### config.mk
export PLATFORM = sky130hd
export DESIGN_NAME = shift_arbiter
export DESIGN_NICKNAME = d
export VERILOG_FILES = /design/src/rtl/shift_arbiter.sv
export SDC_FILE = /design/constraint.sdc
export NUM_CORES = 1
export LEC_CHECK = 0
export CORE_ASPECT_RATIO = 1.5
export CORE_MARGIN = 2
export CORE_UTILIZATION = 45
export CTS_CLUSTER_DIAMETER = 200
export DETAILED_ROUTE_END_ITERATION = 16
export PLACE_DENSITY_LB_ADDON = 0.3
export SYNTH_ARGS = -nofsm -noshare
export SYNTH_HDL_FRONTEND = slang
export SYNTH_SLANG_ARGS = --single-unit
### constraint.sdc
create_clock -name clk -period 1.9 [get_ports clk]
set_input_delay 0.38 -clock clk [delete_from_list [all_inputs] [get_ports clk]]
set_output_delay 0.38 -clock clk [all_outputs]
set_load 0.02 [all_outputs]
### src/rtl/shift_arbiter.sv
// Two-requester shift unit: arbitrates, latches one operation, shifts it, holds the response until it is taken.
// Optional SHIFT_ARB_RR_EN: round-robin grant; otherwise requester 0 has fixed priority.
module shift_arbiter #(
   parameter int CNT_W = 16
) (
   input  logic             clk,
   input  logic             rst,
   input  logic             req0_valid,
   input  logic             req1_valid,
   output logic             req0_ready,
   output logic             req1_ready,
   input  logic [31:0]      req0_a,
   input  logic [31:0]      req1_a,
   input  logic [4:0]       req0_b,
   input  logic [4:0]       req1_b,
   input  logic             req0_sel,
   input  logic             req1_sel,
   output logic             rsp_valid,
   input  logic             rsp_ready,
   output logic             rsp_id,
   output logic [31:0]      rsp_out,
   output logic             rsp_of,
   output logic [CNT_W-1:0] op_count
);

   localparam logic [1:0] IDLE = 2'd0;
   localparam logic [1:0] EXEC = 2'd1;
   localparam logic [1:0] RESP = 2'd2;

   logic [1:0]       state_r;
   logic [31:0]      a_r;
   logic [4:0]       b_r;
   logic             sel_r;
   logic             id_r;
   logic             rsp_valid_r;
   logic             rsp_id_r;
   logic             rsp_of_r;
   logic [31:0]      rsp_out_r;
   logic [CNT_W-1:0] op_count_r;

   logic             any_valid_s;
   logic             grant_id_s;
   logic             accept_s;
   logic [32:0]      shift_res_s;

   // Returns {overflow, result}; overflow only meaningful for left shifts.
   function automatic logic [32:0] shift_calc(input logic [31:0] a,
                                              input logic [4:0]  b,
                                              input logic        sel);
      logic signed [31:0] sa;
      logic [31:0]        res;
      logic               of;
      sa  = a;
      res = 32'h0000_0000;
      of  = 1'b0;
      if (b == 5'd0) begin
         res = a;
         of  = 1'b0;
      end else if (sel == 1'b0) begin
         res = a << b;
         of  = res[31] ^ a[31];
      end else begin
         res = sa >>> b;
         of  = 1'b0;
      end
      return {of, res};
   endfunction

`ifdef SHIFT_ARB_RR_EN
   logic ptr_r;

   // Grant selection: pointer breaks ties between simultaneous requests.
   always_comb begin
      grant_id_s = 1'b0;
      if (req0_valid && req1_valid) begin
         grant_id_s = ptr_r;
      end else if (req1_valid) begin
         grant_id_s = 1'b1;
      end else begin
         grant_id_s = 1'b0;
      end
   end

   // Pointer moves to the loser of each grant.
   always_ff @(posedge clk) begin
      if (rst) begin
         ptr_r <= 1'b0;
      end else if (accept_s) begin
         ptr_r <= ~grant_id_s;
      end else begin
         ptr_r <= ptr_r;
      end
   end
`else
   // Grant selection: requester 0 always wins a tie.
   always_comb begin
      grant_id_s = 1'b0;
      if (req0_valid) begin
         grant_id_s = 1'b0;
      end else if (req1_valid) begin
         grant_id_s = 1'b1;
      end else begin
         grant_id_s = 1'b0;
      end
   end
`endif

   // Acceptance and the combinational ready handshake.
   always_comb begin
      any_valid_s = req0_valid | req1_valid;
      accept_s    = (state_r == IDLE) && !rst && any_valid_s;
      req0_ready  = accept_s && (grant_id_s == 1'b0);
      req1_ready  = accept_s && (grant_id_s == 1'b1);
   end

   // Shift result of the latched operands.
   always_comb begin
      shift_res_s = shift_calc(a_r, b_r, sel_r);
   end

   // Operand capture: only on acceptance, so later valid changes cannot disturb it.
   always_ff @(posedge clk) begin
      if (rst) begin
         a_r   <= 32'h0000_0000;
         b_r   <= 5'd0;
         sel_r <= 1'b0;
         id_r  <= 1'b0;
      end else if (accept_s) begin
         a_r   <= grant_id_s ? req1_a   : req0_a;
         b_r   <= grant_id_s ? req1_b   : req0_b;
         sel_r <= grant_id_s ? req1_sel : req0_sel;
         id_r  <= grant_id_s;
      end else begin
         a_r   <= a_r;
         b_r   <= b_r;
         sel_r <= sel_r;
         id_r  <= id_r;
      end
   end

   // Control FSM, response registers and completion counter.
   always_ff @(posedge clk) begin
      if (rst) begin
         state_r     <= IDLE;
         rsp_valid_r <= 1'b0;
         rsp_out_r   <= 32'h0000_0000;
         rsp_of_r    <= 1'b0;
         rsp_id_r    <= 1'b0;
         op_count_r  <= {CNT_W{1'b0}};
      end else begin
         case (state_r)
            IDLE: begin
               if (accept_s) begin
                  state_r <= EXEC;
               end else begin
                  state_r <= IDLE;
               end
            end
            EXEC: begin
               rsp_out_r   <= shift_res_s[31:0];
               rsp_of_r    <= shift_res_s[32];
               rsp_id_r    <= id_r;
               rsp_valid_r <= 1'b1;
               state_r     <= RESP;
            end
            RESP: begin
               if (rsp_ready) begin
                  rsp_valid_r <= 1'b0;
                  op_count_r  <= op_count_r + {{(CNT_W-1){1'b0}}, 1'b1};
                  state_r     <= IDLE;
               end else begin
                  state_r     <= RESP;
               end
            end
            default: begin
               rsp_valid_r <= 1'b0;
               state_r     <= IDLE;
            end
         endcase
      end
   end

   assign rsp_valid = rsp_valid_r;
   assign rsp_id    = rsp_id_r;
   assign rsp_out   = rsp_out_r;
   assign rsp_of    = rsp_of_r;
   assign op_count  = op_count_r;

endmodule

==> flow_summary.toml <==
[floorplan]
initial_core_util_pct = 46.1
core_area_um2 = 18500
dieArea_um2 = 20100
io_pins = 134
die_w_um = 116
die_h_um = 173
rows = 61

[final_layout]
regArea_um2 = 1860
antenna_cells = 0
syn_to_final_growth_pct = 57.9
multiInputGateArea_um2 = 6640
drive_gt1_share_pct = 43.3
post-route-util_pct = 72.7
fin_nets = 1390
layout.cells.non_filler = 1565
nFillCells = 1320

[pwr]
p_leak_nw = 5.31
peakVddDrop_mv = 0.813
powerDensity_nw_per_um2 = 824
power_w = 0.0111

[placement]
gp_congestion = 1.08
dpl_worst_slack_ns = -0.531
post-dp-hpwl_um = 30300
dp_cells = 1495
io_buffers = 133

[setup_path]
cp_max_fo = 5
arrival_ns = 2.63
worstSetupPathType = "reg2reg"
crit_chain = "buf_12 > mux4_1 > mux2_2 > a32oi_1 > o31ai_1 > a221oi_1 > buf_4 > o31ai_1"
crit_family = "multiplexers"
cpMostUsedCell = "o31ai_1"
crit_slowest_cell = "mux4_1"
crit_buf_inv = 2
cpPeakStageDelay_ns = 0.68
crit_required_ns = 2.16
endpoint_kind = "register"
worst_setup_path_start_kind = "register"

[timing]
maxSlewViolCount = 0
max_slew_margin_pct = 56.6
finalSetupViolCount = 34
tightest_slew_ns = 0.651
whs_ns = 0.224
fin_ws_ns = -0.472
finalHoldViolations = 0
rsz0062_at_grt = "true"
skew_ns = 0.00662
post-route-period-util_pct = 125
min_period_ns = 2.37
fmax_mhz = 422

[route]
drt_iter0_drc = 1190
via_per_inst = 6.63
wl_um = 42700
post_drt_wl_per_cell_um = 27.3
vias = 10400
ant_nets = 0
drc = 0
drt_pre_antenna_iters = 5

[run]
cap_violations = 0

[cts]
root_buffer = "clkbuf_16"
clkTransAtPathRegs_ns = 0.08
max-clock-path-buffers = 2
numClockSinks = 92
clk-insertion-delay-late_ns = 0.38
cts.htree.levels = 3
tritoncts = "done"
cts_buffers = 9

[grt]
antenna_found_initial = 0
grt_pass1_wl_um = 61700
grt_pass1_vias = 10000
track_usage_pct = 41.4
grt_max_degree = 60
globalRoute.totalOverflow = 0

[logic_synthesis]
yosysTopAreaCellShare_pct = 21.6
synth.cell_area_um2 = 8540
syn-num-nets = 1033
ys_types = 72
synth-edff-count = 0
yosysWarnings = 0
synth_area_leaders = "dfxtp_1, mux4_2, mux2i_1"
synth_top_area_cell = "dfxtp_1"
avgSynthCellArea_um2 = 8.98
yosys-top-cells-count = "nor2_1, dfxtp_1, mux2i_1"
ys_ff_latch = 92
async_flop_share_pct = 0
yosysMostFrequentCell = "nor2_1"
syn_inst = 951
seq_area_frac_synth_pct = 21.6
synth_ff_type = "dfxtp_1"

[hold_path]
hp-class = "in2reg"

[status]
outcome = "complete, but fails checks"
violations = "setup timing"
## metal layers
layer / track usage [%] / share of wire [%] / up-vias
li1: - / - / 4360
met1: 49.7 / 34 / 4935
met2: 67.3 / 47 / 823
met3: 6.80 / 9.0 / 257
met4: 27.0 / 9.5 / 0
met5: 0 / 0 / -
## power breakdown
part           switching, W  total, W  internal (W)
Sequential         0.000248   0.00237       0.00212
Clock              0.000956   0.00189      0.000935
Combinational       0.00352   0.00685       0.00332
## cells in the final DEF, fill, tap and decap left out, types with 5 or more instances in the layout
| cell type | n |
|---|---|
| dfxtp_2 | 6 |
| and3_1 | 5 |
| nor3_1 | 19 |
| mux2i_4 | 6 |
| o211ai_1 | 12 |
| o21ai_2 | 9 |
| nor2_2 | 11 |
| nor2_1 | 151 |
| buf_8 | 6 |
| nand4_1 | 8 |
| mux2_4 | 14 |
| o21ai_0 | 23 |
| clkdlybuf4s50_1 | 129 |
| buf_4 | 267 |
| o21ai_1 | 10 |
| buf_6 | 40 |
| clkbuf_16 | 9 |
| a221oi_2 | 10 |
| xor2_1 | 9 |
| a211oi_1 | 54 |
| a211o_1 | 5 |
| mux4_2 | 81 |
| buf_12 | 21 |
| a21oi_1 | 21 |
| o221ai_1 | 5 |
| nand3_1 | 10 |
| nand2_1 | 51 |
| mux2i_1 | 71 |
| a21oi_2 | 7 |
| or3_1 | 6 |
| nor2_4 | 5 |
| dfxtp_1 | 83 |
| mux2_2 | 11 |
## flip-flops by register name (all words and copies together) (netlist names), 2 cells and up
name,flops
state_r,2
op_count,16
a_r,32
rsp_out,32
b_r,5
## final timing paths
| path | startpoint | to | slack, ns | cells past startpoint |
|---|---|---|---|---|
| min reg2reg | rsp_out[31]$_SDFFE_PP0P_ | rsp_out[31]$_SDFFE_PP0P_ | 0.46 | 1 |
| max reg2reg | b_r[0]$_SDFFE_PP0P_ | rsp_out[20]$_SDFFE_PP0P_ | -0.47 | 8 |
| min | rst | state_r[0]$_SDFF_PP0_ | 0.22 | 2 |
| max | b_r[0]$_SDFFE_PP0P_ | rsp_out[20]$_SDFFE_PP0P_ | -0.47 | 8 |
## cell type report
type / count / area share [%]
clock buffers: 9 / 1.67
clock inverters: 7 / 0.622
inverters: 6 / 0.186
multi-input cells: 730 / 49.2
flip-flops and latches: 92 / 13.8
well taps: 252 / 2.34
repair buffers: 469 / 32.2
## timing repair
action                     4_1_cts  5_1_grt
hold buffers                     0        0
pin swaps                       45       30
resized for setup              141       76
buffers inserted                44       16
gates cloned                     2        0
setup endpoints to repair       35       38
## through the flow
stage          TNS, ns  instance area [µm²]
2_1_floorplan    -1.94                 8590
3_3_place_gp    -18.22                11900
3_5_place_dp    -20.38                11900
4_1_cts         -10.35                13100
5_1_grt         -13.09                13500
6_report        -11.87                13500
## kinds of logic (layout without fill, tap and decap cells)
logic type,count (synthesis),count (layout),share of synthesized area [%]
flops,92,92,21.6
mux,189,189,35.0
compound gates,231,231,19.3
fa+ha+maj,1,1,0.146
xor+xnor,13,13,1.33
buf+inv,129,491,7.68
simple gates,296,296,15.0
Note: power is estimated with default switching activity, not from simulation.
